[src/rtl/adder32_arbiter_if.sv]
// Requester/response bundle for the shared 32-bit adder arbiter.
// The master side holds the requesters and the response consumer.
// The slave side is the arbiter itself.
interface adder32_arbiter_if #(
   parameter int NUM_REQ = 4,
   parameter int ID_W    = $clog2(NUM_REQ)
);
   logic [NUM_REQ-1:0]    req_valid;
   logic [NUM_REQ*32-1:0] req_a;
   logic [NUM_REQ*32-1:0] req_b;
   logic [NUM_REQ-1:0]    req_ready;
   logic                  rsp_valid;
   logic                  rsp_ready;
   logic [31:0]           rsp_sum;
   logic [ID_W-1:0]       rsp_id;

   modport master (
      output req_valid, req_a, req_b, rsp_ready,
      input  req_ready, rsp_valid, rsp_sum, rsp_id
   );

   modport slave (
      input  req_valid, req_a, req_b, rsp_ready,
      output req_ready, rsp_valid, rsp_sum, rsp_id
   );
endinterface

[src/rtl/adder32_arbiter.sv]
// Round-robin sharing of one registered 32-bit adder between NUM_REQ requesters.
// The response carries the sum together with the index of the requester that owns it.
// The response is held stable while the consumer stalls.
//
// There is no FSM. The only control state is rsp_valid_q and the round-robin pointer.

module adder32_sync (
   input  logic        clk,
   input  logic [31:0] a_i,
   input  logic [31:0] b_i,
   output logic [31:0] sum_o
);
   logic [31:0] sum_q;

   // Registered add; the carry-out is discarded.
   always_ff @(posedge clk) begin
      sum_q <= a_i + b_i;
   end

   assign sum_o = sum_q;
endmodule

module adder32_arbiter #(
   parameter int NUM_REQ = 4,
   parameter int ID_W    = $clog2(NUM_REQ)
) (
   input  logic             clk,
   input  logic             reset_n,
   adder32_arbiter_if.slave bus
);
   localparam logic [ID_W:0]   NUM_REQ_W = (ID_W+1)'(NUM_REQ);
   localparam logic [ID_W-1:0] LAST_ID   = ID_W'(NUM_REQ - 1);

   logic              rsp_valid_q, rsp_valid_d;
   logic [ID_W-1:0]   rsp_id_q, rsp_id_d;
   logic [ID_W-1:0]   rr_ptr_q, rr_ptr_d;
   logic [31:0]       a_q, a_d, b_q, b_d;

   logic              advance;
   logic              accept;
   logic              win_found;
   logic [ID_W-1:0]   win_id;
   logic [ID_W:0]     scan_sum;
   logic [ID_W-1:0]   scan_id;
   logic [31:0]       win_a, win_b;
   logic [31:0]       add_a, add_b;
   logic [31:0]       sum;

   assign advance = !rsp_valid_q | bus.rsp_ready;

   // Pick the first valid requester at or above rr_ptr, wrapping modulo NUM_REQ.
   always_comb begin
      win_found = 1'b0;
      win_id    = '0;
      scan_sum  = '0;
      scan_id   = '0;
      for (int k = 0; k < NUM_REQ; k++) begin
         scan_sum = {1'b0, rr_ptr_q} + (ID_W+1)'(k);
         if (scan_sum >= NUM_REQ_W) begin
            scan_sum = scan_sum - NUM_REQ_W;
         end
         scan_id = scan_sum[ID_W-1:0];
         if (!win_found && bus.req_valid[scan_id]) begin
            win_found = 1'b1;
            win_id    = scan_id;
         end
      end
   end

   // The grant depends only on valid, rsp_ready and state. The operands never feed it.
   assign accept = advance & win_found & reset_n;

   // Build the one-hot grant and mux out the winner's operands.
   always_comb begin
      bus.req_ready = '0;
      win_a         = '0;
      win_b         = '0;
      for (int i = 0; i < NUM_REQ; i++) begin
         if (win_id == ID_W'(i)) begin
            bus.req_ready[i] = accept;
            win_a            = bus.req_a[i*32 +: 32];
            win_b            = bus.req_b[i*32 +: 32];
         end
      end
   end

   // Adder inputs. A stalled response recomputes from the held operands, so it stays bit-identical.
   always_comb begin
      add_a = a_q;
      add_b = b_q;
      if (!reset_n) begin
         add_a = '0;
         add_b = '0;
      end else if (accept) begin
         add_a = win_a;
         add_b = win_b;
      end
   end

   // Next state for the response tag, the held operands and the pointer.
   always_comb begin
      rsp_valid_d = rsp_valid_q;
      rsp_id_d    = rsp_id_q;
      rr_ptr_d    = rr_ptr_q;
      a_d         = a_q;
      b_d         = b_q;
      if (accept) begin
         rsp_valid_d = 1'b1;
         rsp_id_d    = win_id;
         rr_ptr_d    = (win_id == LAST_ID) ? '0 : win_id + 1'b1;
         a_d         = win_a;
         b_d         = win_b;
      end else if (bus.rsp_ready) begin
         rsp_valid_d = 1'b0;
      end
   end

   // State registers; a synchronous reset drops any in-flight response.
   always_ff @(posedge clk) begin
      if (!reset_n) begin
         rsp_valid_q <= 1'b0;
         rsp_id_q    <= '0;
         rr_ptr_q    <= '0;
         a_q         <= '0;
         b_q         <= '0;
      end else begin
         rsp_valid_q <= rsp_valid_d;
         rsp_id_q    <= rsp_id_d;
         rr_ptr_q    <= rr_ptr_d;
         a_q         <= a_d;
         b_q         <= b_d;
      end
   end

   adder32_sync u_adder (
      .clk   (clk),
      .a_i   (add_a),
      .b_i   (add_b),
      .sum_o (sum)
   );

   assign bus.rsp_valid = rsp_valid_q;
   assign bus.rsp_id    = rsp_id_q;
   assign bus.rsp_sum   = sum;
endmodule

[src/flat_wrapper.sv]
// flat-port wrapper written by rule: the top's interface ports become plain ports
module adder32_arbiter_flat 
#(
   parameter int NUM_REQ = 4,
   parameter int ID_W    = $clog2(NUM_REQ)
)
  (clk, reset_n, bus_req_valid, bus_req_a, bus_req_b, bus_rsp_ready, bus_req_ready, bus_rsp_valid, bus_rsp_sum, bus_rsp_id);
  adder32_arbiter_if #(.NUM_REQ(NUM_REQ), .ID_W(ID_W)) bus_i ();
  input  logic clk;
  input  logic reset_n;
  input wire logic [$bits(bus_i.req_valid)-1:0] bus_req_valid;
  input wire logic [$bits(bus_i.req_a)-1:0] bus_req_a;
  input wire logic [$bits(bus_i.req_b)-1:0] bus_req_b;
  input wire logic [$bits(bus_i.rsp_ready)-1:0] bus_rsp_ready;
  output wire logic [$bits(bus_i.req_ready)-1:0] bus_req_ready;
  output wire logic [$bits(bus_i.rsp_valid)-1:0] bus_rsp_valid;
  output wire logic [$bits(bus_i.rsp_sum)-1:0] bus_rsp_sum;
  output wire logic [$bits(bus_i.rsp_id)-1:0] bus_rsp_id;
  assign bus_i.req_valid = bus_req_valid;
  assign bus_i.req_a = bus_req_a;
  assign bus_i.req_b = bus_req_b;
  assign bus_i.rsp_ready = bus_rsp_ready;
  assign bus_req_ready = bus_i.req_ready;
  assign bus_rsp_valid = bus_i.rsp_valid;
  assign bus_rsp_sum = bus_i.rsp_sum;
  assign bus_rsp_id = bus_i.rsp_id;
  adder32_arbiter #(.NUM_REQ(NUM_REQ), .ID_W(ID_W)) u_core (.clk(clk), .reset_n(reset_n), .bus(bus_i));
endmodule
[config.mk]
export PLATFORM = sky130hd
export DESIGN_NAME = adder32_arbiter_flat
export DESIGN_NICKNAME = d
export VERILOG_FILES = /design/src/rtl/adder32_arbiter_if.sv /design/src/rtl/adder32_arbiter.sv /design/src/flat_wrapper.sv
export SDC_FILE = /design/constraint.sdc
export NUM_CORES = 1
export LEC_CHECK = 0
export CAP_MARGIN = 20
export CORE_ASPECT_RATIO = 0.9
export CORE_MARGIN = 4
export CORE_UTILIZATION = 39
export CTS_CLUSTER_DIAMETER = 150
export DETAILED_ROUTE_END_ITERATION = 7
export PLACE_DENSITY = 0.78
export SLEW_MARGIN = 20
export SYNTH_ARGS = -nofsm -noshare
export SYNTH_HDL_FRONTEND = slang
export SYNTH_SLANG_ARGS = --single-unit
[constraint.sdc]
create_clock -name clk -period 4.8 [get_ports clk]
set_input_delay 0.96 -clock clk [delete_from_list [all_inputs] [get_ports clk]]
set_output_delay 0.96 -clock clk [all_outputs]
set_load 0.05 [all_outputs]
# == After elaboration in Yosys (flattened, before gate mapping) ==
# Cells that the tools add are included.
# word_totals
reg_bits,101
input_bits,263
# op_classes
reduce_logical,9
add_sub_neg,9
muxes,39
bitwise_logic,3
order_cmp,8
eq_ne,3
# ops
op,n
$mux 32,12
$add 32x32->32,1
$mux 2,9
$mux 1,14
$lt 2x3->1 const B,4
$ge 3x3->1 const B,3
$bmux 1 s2,4
$sub 2x1->2 const B,4
$add 2x2->3 const B,2
$eq 2x2->1 const B,2
$logic_not 1->1,4
$add 2x1->3 const B,1
$ge 2x3->1 const B,1
$logic_and 1x1->1,3
$add 2x1->2 const B,1
$and 1x1->1,2
$eq 2x1->1 const B,1
$logic_not 2->1,1
$reduce_bool 2->1,1
$or 1x1->1,1

# == Depth between registers and ports, before layout ==
# Gate-level depths: netlist of the first run.
# logic_depth
depth_word,22
depth_mapped,26

# == Cells and area by module ==
# From an unflattened synthesis of the first run, not the netlist that was laid out.
# hier_totals
cells_unflattened,821
area_unflattened_um2,6643.9
# modules_own_cells
mod,area_each_um2,n_inst,cells_per_inst
adder32_arbiter,4282.9,1,556
adder32_sync,2361.0,1,265

# == Worst setup path before layout of the first run ==
# Ideal clock, no wire load.
# synth_timing
path_type,input -> register
start,in bus_req_valid[0]
end,reg u_core.u_adder.sum_q[28] (netlist: u_core.u_adder.sum_o[28])
slack_ns,-0.408
path_stages,25
arrival_time_ns,5.087
setup_ns,0.121
path_buffers,3
cell_sequence,inv_1 nor2_1 a21oi_1 nor2_1 a221oi_1 nand2_1 inv_1 ha_1 clkbuf_1 clkbuf_1 clkbuf_1 nand2_1 o211ai_1 o21ai_0 nor2_1 ha_1 inv_1 fa_1 nor2b_1 o211a_1 o211ai_2 a211oi_1 o21bai_1 nand2_1 mux2_2
# synth_between
elab_chain_len,20
elab_cells_between_ends,41
# synth_lines
item,line,source
start: declaration,flat_wrapper.sv:11,input wire logic [$bits(bus_i.req_valid)-1:0] bus_req_valid;
$bmux 1 s2,adder32_arbiter.sv:63,if (!win_found && bus.req_valid[scan_id]) begin
$mux 1 (not written as such),adder32_arbiter.sv:63,
$mux 1,adder32_arbiter.sv:63,
$logic_not 1->1,adder32_arbiter.sv:63,
$logic_and 1x1->1,adder32_arbiter.sv:63,
$mux 1,adder32_arbiter.sv:63,
$logic_not 1->1,adder32_arbiter.sv:63,
$logic_and 1x1->1,adder32_arbiter.sv:63,
[3 not listed],--,
$mux 2 *,adder32_arbiter.sv:63,
net u_core.win_id[0],adder32_arbiter.sv:42,logic [ID_W-1:0] win_id;
$logic_not 2->1,adder32_arbiter.sv:79,if (win_id == ID_W'(i)) begin
$mux 32 (3 in series),adder32_arbiter.sv:79,
$mux 32 *,adder32_arbiter.sv:79,
$mux 32 * (2 in series),--,
net u_core.add_b[0],adder32_arbiter.sv:46,"logic [31:0] add_a, add_b;"
$add 32x32->32 *,adder32_arbiter.sv:17,sum_q <= a_i + b_i;
end signal: assignment,adder32_arbiter.sv:17,
end: declaration,adder32_arbiter.sv:13,logic [31:0] sum_q;
# The timed path passes the listed nets; every way through them passes the cells marked *. The select of a mux whose other input is x is not followed.
# A chain may end at the register's enable or synchronous reset.

# == Worst setup path after layout of the first run ==
# layout_timing
start,in bus_req_valid[0]
end,reg u_core.u_adder.sum_q[29] (netlist: u_core.u_adder.sum_o[29])
# layout_between
elab_chain_len,20
elab_cells_between_ends,41
# layout_lines
item,line
$bmux 1 s2,adder32_arbiter.sv:63
$mux 1 (not written as such),adder32_arbiter.sv:63
$mux 1,adder32_arbiter.sv:63
$logic_not 1->1,adder32_arbiter.sv:63
$logic_and 1x1->1,adder32_arbiter.sv:63
$mux 1,adder32_arbiter.sv:63
$logic_not 1->1,adder32_arbiter.sv:63
$logic_and 1x1->1,adder32_arbiter.sv:63
[3 not listed],--
$mux 2 *,adder32_arbiter.sv:63
net u_core.win_id[0],adder32_arbiter.sv:42
$logic_not 2->1,adder32_arbiter.sv:79
$mux 32 (3 in series),adder32_arbiter.sv:79
$mux 32 *,adder32_arbiter.sv:79
$mux 32 * (2 in series),--
net u_core.add_a[6],adder32_arbiter.sv:46
$add 32x32->32 *,adder32_arbiter.sv:17
# Marks and branches as above.

==> results of run 1 <==
==> per-stage QoR <==
| step | utilization | power [W] | setup TNS [ps] | setup WS, ps |
|---|---|---|---|---|
| 6_report | 0.686 | 0.00497 | 0 | 185 |
| 4_1_cts | 0.676 | 0.00486 | 0 | 43.1 |
| 5_1_grt | 0.686 | 0.00526 | -48.5 | -27.8 |
| 2_1_floorplan | - | 0.00272 | 0 | 28.7 |
| 3_3_place_gp | 0.639 | 0.00387 | -6920 | -499 |
| 3_5_place_dp | 0.639 | 0.00391 | -8030 | -561 |
==> cell usage after synthesis, drive strengths merged (2+ instances only) <==
cell type,number,area share
o21ai,78,0.057
clkbuf,62,0.033
a211o,2,0.0025
nor3,5,0.0036
a31oi,7,0.0063
nand2b,4,0.0036
nor2,82,0.044
xnor2,21,0.026
and2,8,0.0072
inv,19,0.010
ha,35,0.063
a21o,13,0.014
nor4,2,0.0018
a21oi,167,0.12
o21a,4,0.0043
and3,4,0.0036
nand4,3,0.0027
buf,16,0.0097
o22ai,2,0.0018
nor2b,3,0.0027
o211ai,71,0.078
nand3,8,0.0058
nand3b,65,0.070
nand2,159,0.086
o21bai,4,0.0043
mux2i,4,0.0058
a211oi,3,0.0040
xor2,5,0.0063
a221o,2,0.0029
and4,2,0.0025
dfxtp,101,0.29
==> state kept, by name, indices dropped and copies added, names as in the netlist <==
signal / count
u_core.a_q: 32
u_core.b_q: 32
u_core.u_adder.sum_o: 32
u_core.bus.rsp_id: 2
u_core.rr_ptr_q: 2
u_core.bus.rsp_valid: 1
==> power groups by stage <==
stage	clock (W)	combinational [W]	sequential, W
2_1_floorplan	0	0.00131	0.00141
3_3_place_gp	0	0.00278	0.00109
3_5_place_dp	0	0.00281	0.00109
4_1_cts	0.000746	0.00304	0.00108
5_1_grt	0.000779	0.00338	0.00110
6_report	0.000742	0.00315	0.00108
==> logic make-up (layout without fill, tap and decap cells) <==
family          count (synthesis)  in the layout  synth area share
compound gates                366            366             0.313
simple gates                  348            348             0.237
flops                         101            101             0.290
buf+inv                        97            520            0.0534
fa+ha+maj                      36             36            0.0658
xor+xnor                       26             26            0.0327
mux                             5              5           0.00737
other cells                     0              1                 0
==> metal layers <==
metal | GRT usage | vias to the layer above | part of all wire | wire, um
met3 | 0.0523 | 57 | 0.071 | 1980
met1 | 0.342 | 4020 | 0.43 | 12100
li1 | - | 4328 | - | -
met5 | 0 | - | 0 | 0
met2 | 0.435 | 327 | 0.47 | 13100
met4 | 0.0793 | 0 | 0.027 | 767
==> repair_timing <==
item                       4_1_cts  5_1_grt
pin swaps                       34       37
setup buffers                   27       15
resized for setup               35       42
cloned                           3        0
hold buffers                     0        0
setup endpoints to repair       15       18
==> cell type report <==
cell class                 count  share of cell area
antenna                        1            0.000208
clock buffer                   9              0.0187
clock inverter                 7             0.00654
inverter                      19             0.00592
multi-input combinational    781               0.395
sequential                   101               0.168
tap                          240              0.0249
timing repair buffer         485               0.381
==> final timing paths <==
path	to	slack, ps
max	u_core.u_adder.sum_o[29]$_DFF_P_	190
min	u_core.b_q[31]$_DFF_P_	470
max reg2reg	u_core.u_adder.sum_o[26]$_DFF_P_	470
min reg2reg	u_core.b_q[31]$_DFF_P_	470
==> worst max-delay path, delay by kind of cell <==
kind | cells | cell delay, ps
AO/OA/AOI/OAI | 9 | 1860
AND/OR/NAND/NOR | 4 | 590
adder cells (fa/ha/maj) | 2 | 480
buffers and inverters | 8 | 830
XOR/XNOR | 1 | 90
==> flow_summary.toml, run 1 <==
[pwr]
power_frac_seq = 0.218
p_comb_frac = 0.633
clockPowerShare = 0.149
vdd_ir_drop_max_uv = 261
power_switching_w = 0.00212
power_per_cell_area_mw_per_mm2 = 412
p_leak_nw = 4.88
swShare = 0.426
intPower_w = 0.00285

[drt]
vias_per_cell = 5.31
dr.pass1.iters = 5
num_vias = 8732
wl_per_cell_um = 17.1
drt_wl_total_mm = 28.0
drt_iter0_markers = 565
ant_nets = 0
drc_errors = 0

[sta]
whs_ps = 473
period_share = 0.961
fmax_mhz = 217
slew_viol_final = 0
period_minus_slack_ps = 4610
hold_viol = 0
relSlewSlack = 0.619
worstMarginPinSlew_ps = 570
finClkSkew_ps = 11.5
setup_viol = 0

[min_path]
worstHoldStart = "u_core.b_q[31]$_DFF_P_"
whs_path_depth = 2
min_path_type = "reg -> reg"

[setup_path]
worstPathRequired_ps = 5030
crit_chain = "clkbuf_2, inv_2, buf_4, buf_4, nand3_1, nand2_1, inv_2, ha_4, buf_6, buf_4, buf_4, nand3b_1, a21oi_2, a21oi_1, o211ai_1, o21ai_0, nor2_1, ha_1, a211o_1, o211ai_2, o211ai_1, a221o_1, a211oi_2, xnor2_1"
path_max_fanout = 7
crit_arrival_ps = 4850
reg2reg_depth = 23
critPathLaunchType = "input port"
crit_path_start = "bus_req_valid[0]"
path_common_cell = "buf_4"
end_kind = "flop"
max_stage_delay_ps = 380
rr_startpoint = "u_core.rr_ptr_q[0]$_SDFFE_PN0N_"
path_class = "in -> reg"
cp_slowest_cell = "a221o_1"

[floorplanning]
die_h_um = 135
die_area_mm2 = 0.0201
rows = 46
ioPinCount = 302
die_w_um = 149
initial_core_util = 0.397
design.core.area_mm2 = 0.0176

[synthesis]
synth.avg_cell_area_um2 = 7.11
synthCells = 979
synthArstFlopShare = 0
synth_ff_type = "dfxtp_1"
synth.distinct_cells = 56
netlist_area_mm2 = 0.00696
ys_ff_latch = 101
synth_edf_count = 0
synth-seq-area-share = 0.290
syn_nets = 1278
yosysWarnings = 0

[clocking]
clkLatencyLatePin_ps = 350
cts-root-buf = "clkbuf_16"
numCtsBuffers = 9
htreeDepth = 3
clockBufferDepth = 2
clock-sinks = 101
tritoncts = "done"
clkTransAtPathRegs_ps = 70

[placement]
io_buffer_count = 301
dpl.cell_count = 1582
dp_hpwl_mm = 20.5
placed_area_mm2 = 0.0112
place.gp.congestion = 0.895

[global_routing]
grt_usage = 0.260
antenna_found_initial = 1
grt_max_degree = 63
grt_pass1_vias = 8369
overflow = 0
grt_pass1_wl_mm = 42.4

[cells_and_area]
multi_input_area_mm2 = 0.00476
drive_gt1_frac = 0.185
final_nets = 1696
final_cell_mix = "293 x clkdlybuf4s50_1, 164 x buf_4, 158 x nand2_1"
fill_cells = 1395
stdcell_area_mm2 = 0.0120
layout_commonest_cell = "clkdlybuf4s50_1"
final_cells = 1643
regArea_mm2 = 0.00202
area_growth_pct = 73.1

[status]
status = "finished clean"

[job]
drv_cap = 0
(Power assumes the default switching activity.)
==> inputs of run 2 (changes only) <==
CAP_MARGIN = not set   (was 20)
SLEW_MARGIN = not set   (was 20)
==> results of run 2 <==
Final layout, timing and power as in run 1 (identical DEF).
